File: src/rtl/isb_lru_fifo.sv
// ISB prefetcher helper: 4-way true-LRU victim tracker plus a show-ahead address FIFO.
// Optional sticky error flag is built only when ISB_LRU_FIFO_ERR_EN is defined.
module isb_lru_fifo #(
  parameter int LOG_DEPTH = 2,
  parameter int DATA_W    = 16
) (
  input  logic                 clk,
  input  logic                 rst_n,
  input  logic                 lru_use_v,
  input  logic [1:0]           lru_use_idx,
  output logic [1:0]           lru_idx,
  input  logic                 fifo_push,
  input  logic [DATA_W-1:0]    fifo_push_data,
  input  logic                 fifo_pop,
  input  logic                 fifo_flush,
  output logic [DATA_W-1:0]    fifo_head,
  output logic                 fifo_full,
  output logic                 fifo_empty,
  output logic [LOG_DEPTH:0]   fifo_count,
  output logic                 err
);

  localparam int DEPTH = 1 << LOG_DEPTH;

  // order[0] is the oldest way, order[3] the most recently used.
  logic [1:0] order     [4];
  logic [1:0] order_nxt [4];
  logic       hit;

  always_comb begin
    order_nxt = order;
    hit       = 1'b0;
    if (lru_use_v) begin
      for (int i = 0; i < 3; i++) begin
        if (order[i] == lru_use_idx) hit = 1'b1;
        if (hit) order_nxt[i] = order[i+1];
      end
      order_nxt[3] = lru_use_idx;
    end
  end

  always_ff @(posedge clk or negedge rst_n) begin
    if (!rst_n) begin
      for (int i = 0; i < 4; i++) order[i] <= 2'(i);
    end else begin
      order <= order_nxt;
    end
  end

  assign lru_idx = order[0];

  logic [DATA_W-1:0]    mem [DEPTH];
  logic [LOG_DEPTH-1:0] rd_ptr;
  logic [LOG_DEPTH-1:0] wr_ptr;
  logic [LOG_DEPTH:0]   count;
  logic                 full;
  logic                 empty;
  logic                 push_ok;
  logic                 pop_ok;

  assign full    = (count == (LOG_DEPTH+1)'(DEPTH));
  assign empty   = (count == '0);
  // A pop frees a slot in the same cycle, so a full FIFO still accepts push+pop.
  assign push_ok = fifo_push && (!full || fifo_pop);
  assign pop_ok  = fifo_pop && !empty;

  always_ff @(posedge clk or negedge rst_n) begin
    if (!rst_n) begin
      rd_ptr <= '0;
      wr_ptr <= '0;
      count  <= '0;
    end else if (fifo_flush) begin
      rd_ptr <= '0;
      wr_ptr <= '0;
      count  <= '0;
    end else begin
      if (push_ok) wr_ptr <= wr_ptr + LOG_DEPTH'(1);
      if (pop_ok)  rd_ptr <= rd_ptr + LOG_DEPTH'(1);
      case ({push_ok, pop_ok})
        2'b10:   count <= count + (LOG_DEPTH+1)'(1);
        2'b01:   count <= count - (LOG_DEPTH+1)'(1);
        default: count <= count;
      endcase
    end
  end

  // Storage is data only; it is never reset and is masked at the head while empty.
  always_ff @(posedge clk) begin
    if (push_ok && !fifo_flush) mem[wr_ptr] <= fifo_push_data;
  end

  assign fifo_head  = empty ? '0 : mem[rd_ptr];
  assign fifo_full  = full;
  assign fifo_empty = empty;
  assign fifo_count = count;

`ifdef ISB_LRU_FIFO_ERR_EN
  logic err_q;

  always_ff @(posedge clk or negedge rst_n) begin
    if (!rst_n) begin
      err_q <= 1'b0;
    end else if ((fifo_push && full && !fifo_pop) || (fifo_pop && empty && !fifo_flush)) begin
      err_q <= 1'b1;
    end
  end

  assign err = err_q;
`else
  assign err = 1'b0;
`endif

endmodule

File: config.mk
export PLATFORM = sky130hd
export DESIGN_NAME = isb_lru_fifo
export DESIGN_NICKNAME = d
export VERILOG_FILES = /design/src/rtl/isb_lru_fifo.sv
export SDC_FILE = /design/constraint.sdc
export NUM_CORES = 1
export LEC_CHECK = 0
export ABC_AREA = 1
export CAP_MARGIN = 20
export CORE_MARGIN = 2
export CORE_UTILIZATION = 40
export DETAILED_ROUTE_END_ITERATION = 12
export PLACE_DENSITY = 0.7
export SLEW_MARGIN = 20
export SYNTH_ARGS = -nofsm -noshare
export SYNTH_HDL_FRONTEND = slang
export SYNTH_SLANG_ARGS = --single-unit
File: constraint.sdc
create_clock -name clk -period 2.1 [get_ports clk]
set_clock_uncertainty 0.2 [all_clocks]
set_input_delay 0.42 -clock clk [delete_from_list [all_inputs] [get_ports clk]]
set_output_delay 0.42 -clock clk [all_outputs]
set_load 0.005 [all_outputs]
After elaboration in Yosys (flattened, before gate mapping)
Memories as Yosys holds them, arrays and structs flattened.
Cells that the tools add are included.
{"block": "op_classes", "n_eq_ne": 6, "n_reduce_logical": 14, "addsub": 4, "n_mux": 15}
{"cell": "$mux 16", "count": 1}
{"cell": "$mux 1", "count": 8}
{"cell": "$mux 2", "count": 4}
{"cell": "$eq 2x2->1", "count": 3}
{"cell": "$pmux 3 s2", "count": 1}
{"cell": "$reduce_and 2->1", "count": 3}
{"cell": "$add 2x1->2 const B", "count": 2}
{"cell": "$reduce_bool 2->1", "count": 2}
{"cell": "$add 3x1->3 const B", "count": 1}
{"cell": "$eq 3x3->1 const B", "count": 1}
{"cell": "$logic_and 1x1->1", "count": 3}
{"cell": "$logic_not 1->1", "count": 3}
{"cell": "$logic_not 3->1", "count": 1}
{"cell": "$mux 3", "count": 1}
{"cell": "$reduce_bool 3->1", "count": 1}
{"cell": "$sub 3x1->3 const B", "count": 1}
{"cell": "$eq 2x1->1 const B", "count": 1}
{"cell": "$eq 2x2->1 const B", "count": 1}
{"cell": "$logic_or 1x1->1", "count": 1}
{"block": "totals", "inputBits": 24, "output_inout_bits": 24, "memories": 1, "elab_cells": 47, "ff_bits": 15, "ram_bits": 64}
{"memory": "mem", "depth": 4, "width": 16, "read_ports": 1, "rd_ports_with_merged_regs": 0, "write_ports": 1, "line": "52", "rtl": "logic [DATA_W-1:0] mem [DEPTH];"}

Logic depth before layout (Yosys ltp)
{"block": "logic_depth", "depth_word": 8, "depth_mapped": 11}

Worst setup path before layout
No wires, ideal clock.
{"block": "synth_timing", "path_kind": "reg2reg", "start": "register count[0] (netlist: fifo_count[0])", "end": "memory mem[0][0] (enable)", "path_stages_with_launch": 7, "required_time_ns": 1.511, "synth_period_minus_slack_ns": 2.152, "path_buffers": 0, "arrival_ns": 1.563, "path_slack_ns": -0.052, "setup_time_ns": 0.389, "cell_sequence": "dfrtp_1 nor2_4 nand3_1 nand2_1 inv_1 nand2_1 nor2_1"}
{"block": "synth_between", "elab_chain_cells": 7}
{"element": "from (decl)", "line": "55", "rtl": "logic [LOG_DEPTH:0] count;"}
{"element": "from (signal assigned)", "line": "80", "rtl": "2'b10: count <= count + (LOG_DEPTH+1)'(1);"}
{"element": "from (signal assigned)", "line": "81", "rtl": "2'b01: count <= count - (LOG_DEPTH+1)'(1);"}
{"element": "from (signal assigned)", "line": "82", "rtl": "default: count <= count;"}
{"element": "$eq 3x3->1", "line": "61", "rtl": "assign full = (count == (LOG_DEPTH+1)'(DEPTH));"}
{"element": "$logic_not 1->1", "line": "64", "rtl": "assign push_ok = fifo_push && (!full || fifo_pop);"}
{"element": "$logic_or 1x1->1", "line": "64"}
{"element": "$logic_and 1x1->1", "line": "64"}
{"element": "$logic_and 1x1->1", "line": "89", "rtl": "if (push_ok && !fifo_flush) mem[wr_ptr] <= fifo_push_data;"}
{"element": "$mux 1", "line": "89"}
{"element": "$mux 1 (implied by the code)", "line": "89"}
{"element": "to (decl)", "line": "52"}
Every way passes these cells.

Worst setup path in the final report
{"block": "layout_timing", "start": "register rd_ptr[0]", "end": "output fifo_head[9]"}
{"block": "layout_between", "elab_chain_cells": 2}
{"element": "from (decl)", "line": "53", "rtl": "logic [LOG_DEPTH-1:0] rd_ptr;"}
{"element": "from (signal assigned)", "line": "78", "rtl": "if (pop_ok) rd_ptr <= rd_ptr + LOG_DEPTH'(1);"}
{"element": "$mem_v2 4x16"}
{"element": "$mux 16", "line": "92", "rtl": "assign fifo_head = empty ? '0 : mem[rd_ptr];"}
{"element": "to (decl)", "line": "16", "rtl": "output logic [DATA_W-1:0] fifo_head,"}
Every way passes these cells.

==> results.cfg <==
[run_status]
status = complete, but fails checks
violations = setup timing

[detailed_routing]
finalWirelength_um = 7940
vias = 2563
drc_errors = 0
vias_per_cell = 5.06
wl_per_cell_um = 15.7
antenna_left = 0
detail_route.iter0.violations = 61
first_pass_iters = 4

[placed_design]
gp_congestion = 0.837
dp_hpwl_um = 4680
port_buffers = 46

[timing]
fmax_mhz = 441
setup_viol = 16
tns_ps = -1170
hold_violations = 0
hold_ws_ps = 183
final_max_slew_viol_count = 0
fin_ws_ps = -166
rsz0062_at_grt = true
timing.final.crit_period_ps = 2270
post-route-period-util_pct = 108

[critical_path]
critical_path_class = flop to output pin
timing.rr.start = fifo_count[0]
worstPathMaxFanout = 7
crit_path_end_kind = output pin
r2r_slack_ps = 170
critPathRequiredTime_ps = 1480
rr_worst_depth = 11
cp_data_arrival_time_ps = 1650
worstSetupStartpointType = flop
critPathLaunch = rd_ptr[0]
r2r-end = fifo_count[2]

[global_routing]
grt_pass1_vias = 2599
overflow = 0
grt_pass1_wl_um = 12400
track_usage_pct = 16.7
grt_start_max_net_pins = 18
antenna_found_initial = 0

[power_and_ir_drop]
intPower_uw = 3790
powerDensity_nw_per_um2 = 1150
clockPowerShare_pct = 24.2
p_leak_uw = 0.00187
vdd_drop_max_v = 0.000609
power_switching_uw = 1780
seqPwrFrac_pct = 35.3
p_sw_share_pct = 31.9
p_comb_share_pct = 40.4

[floorplan]
core_sq_um = 8300
rows = 33
die_h_um = 96.9
floorplan.initialDensity_pct = 41.6
die_area_sq_um = 9390
die_w_um = 96.9
ios = 48

[cells_and_area]
multi_input_area_sq_um = 1140
final_nets = 426
syn_to_final_growth_pct = 39.8
seq_area_sq_um = 2300
antennaDiodeCount = 0
drive_gt1_share_pct = 33.8
nFillCells = 666

[clock_network]
htreeDepth = 3
postCtsHoldBufs = 0
cts_buffers = 9
ctsRootBufferMaster = clkbuf_8
clockBufferDepth = 2
clk_latency_ps = 350
clock_sinks = 79
cts_tree = built
clkSlewWorstSetupHoldPaths_ps = 80

[logic_synthesis]
ys_seq_area_share_pct = 66.7
ys_warn_count = 0
syn_area_per_cell_sq_um = 11.0
synth_top_area_share_pct = 55.7
syn_area_sq_um = 3450
synth_cell_type_count = 26
syn-num-nets = 343
synthCells = 314
yosysTopAreaCell = edfxtp_1
synth_area_leaders = edfxtp_1, dfrtp_1, nor2_1
ys_ff_latch = 79

[hold_path]
min_path_type = input pin to async pin

[flow_run]
max_cap_violations = 0
cells in the mapped netlist:
cell type,n
inv_1,18
a21oi_2,1
nand3_2,3
buf_6,1
buf_4,9
buf_2,4
nand2_1,25
dfrtp_1,11
nand2_2,2
nor2_2,1
o21ai_1,4
clkbuf_2,2
nand4_1,5
fa_1,1
nor2_1,72
xnor2_1,5
nand3_1,12
edfxtp_1,64
nor2_4,1
inv_2,6
a21oi_1,19
nor3_1,1
o21ai_0,38
ha_1,4
conb_1,1
dfstp_2,4
state kept, by name, indices dropped and copies added (netlist names):
signal and count:
fifo_count 3, lru_idx 2, mem 64, order 6, rd_ptr 2, wr_ptr 2
cells in the final DEF (no fill, tap or decap), types with 2 or more instances in the layout:
cell type	synthesis	layout
o21ai_2	0	10
inv_1	18	18
buf_2	4	16
dfstp_2	4	4
buf_16	0	2
buf_12	0	11
nand4_1	5	5
edfxtp_1	64	64
dfrtp_1	11	10
a21oi_2	1	6
nand2_2	2	2
bufinv_16	0	3
inv_2	6	5
nand3_2	3	3
a21oi_1	19	14
ha_1	4	4
o21ai_0	38	8
clkbuf_8	0	9
o21ai_1	4	22
buf_6	1	2
nand3_1	12	12
clkdlybuf4s50_1	0	27
nor2_2	1	18
buf_8	0	4
xnor2_1	5	5
o21ai_4	0	2
dlygate4sd2_1	0	2
nor2_4	1	10
nor2_1	72	46
buf_4	9	23
nand2_1	25	25
how the worst max path moves through the flow:
stage / end / depth (start not counted)
after floorplan: mem[0][0] / 6
after global placement: fifo_count[2] / 11
after detailed placement: fifo_count[2] / 11
after CTS: fifo_head[10] / 7
after global routing: fifo_head[0] / 6
final: fifo_head[9] / 7
cell type report:
type / instances / area share (%)
Clock inverter: 6 / 2.44
Sequential cell: 79 / 47.7
Tap cell: 105 / 2.72
Clock buffer: 10 / 2.64
Multi-Input combinational cell: 195 / 23.6
Inverter: 24 / 2.13
Timing Repair Buffer: 88 / 18.7
cells by family after synthesis:
| family | Yosys count | share of synthesized area [%] |
|---|---|---|
| compound gates | 62 | 9.09 |
| other cells | 1 | 0.109 |
| fa+ha+maj | 5 | 2.03 |
| flops | 79 | 66.7 |
| simple gates | 122 | 15.1 |
| buf+inv | 40 | 5.76 |
| xor+xnor | 5 | 1.27 |
what timing repair did:
| action | in CTS | in global routing |
|---|---|---|
| pin swaps | 23 | 29 |
| setup buffers | 12 | 2 |
| resized for setup | 118 | 56 |
| endpoints found under the setup margin | 18 | 17 |
| cloned | 3 | 0 |
metrics by stage:
step                      cell area, sq um  power [uW]  cells  utilization (%)  worst slack (ps)
final                                 4830        5570    507             58.2              -166
after global routing                  4830        5890    507             58.2              -269
after CTS                             4660        5420    506             56.2              -152
after detailed placement              4210        3840    475             50.7              -204
after global placement                4210        3810    475             50.7              -140
after floorplan                       3450        2890    314                -             -51.9
power groups by stage:
stage | combinational [uW] | clock, uW | sequential (uW)
floorplan | 896 | 0 | 1990
CTS | 2080 | 1380 | 1960
detailed placement | 1850 | 0 | 1990
global placement | 1820 | 0 | 1990
global route | 2470 | 1430 | 1990
finish | 2250 | 1350 | 1970
metal layers:
layer / GRT usage, % / vias to the layer above / wire length (um)
met3: 4.91 / 16 / 410
met4: 5.42 / 0 / 128
li1: - / 1238 / -
met5: 0 / - / 0
met2: 30.0 / 70 / 4270
met1: 19.2 / 1239 / 3130
critical path: stages (launching register included):
cell and delay (ps):
dfrtp_2 420, buf_12 140, clkinv_8 50, buf_8 130, buf_12 130, o21ai_0 200, a21oi_1 90, buf_2 130
Note: power is estimated with default switching activity, not from simulation.
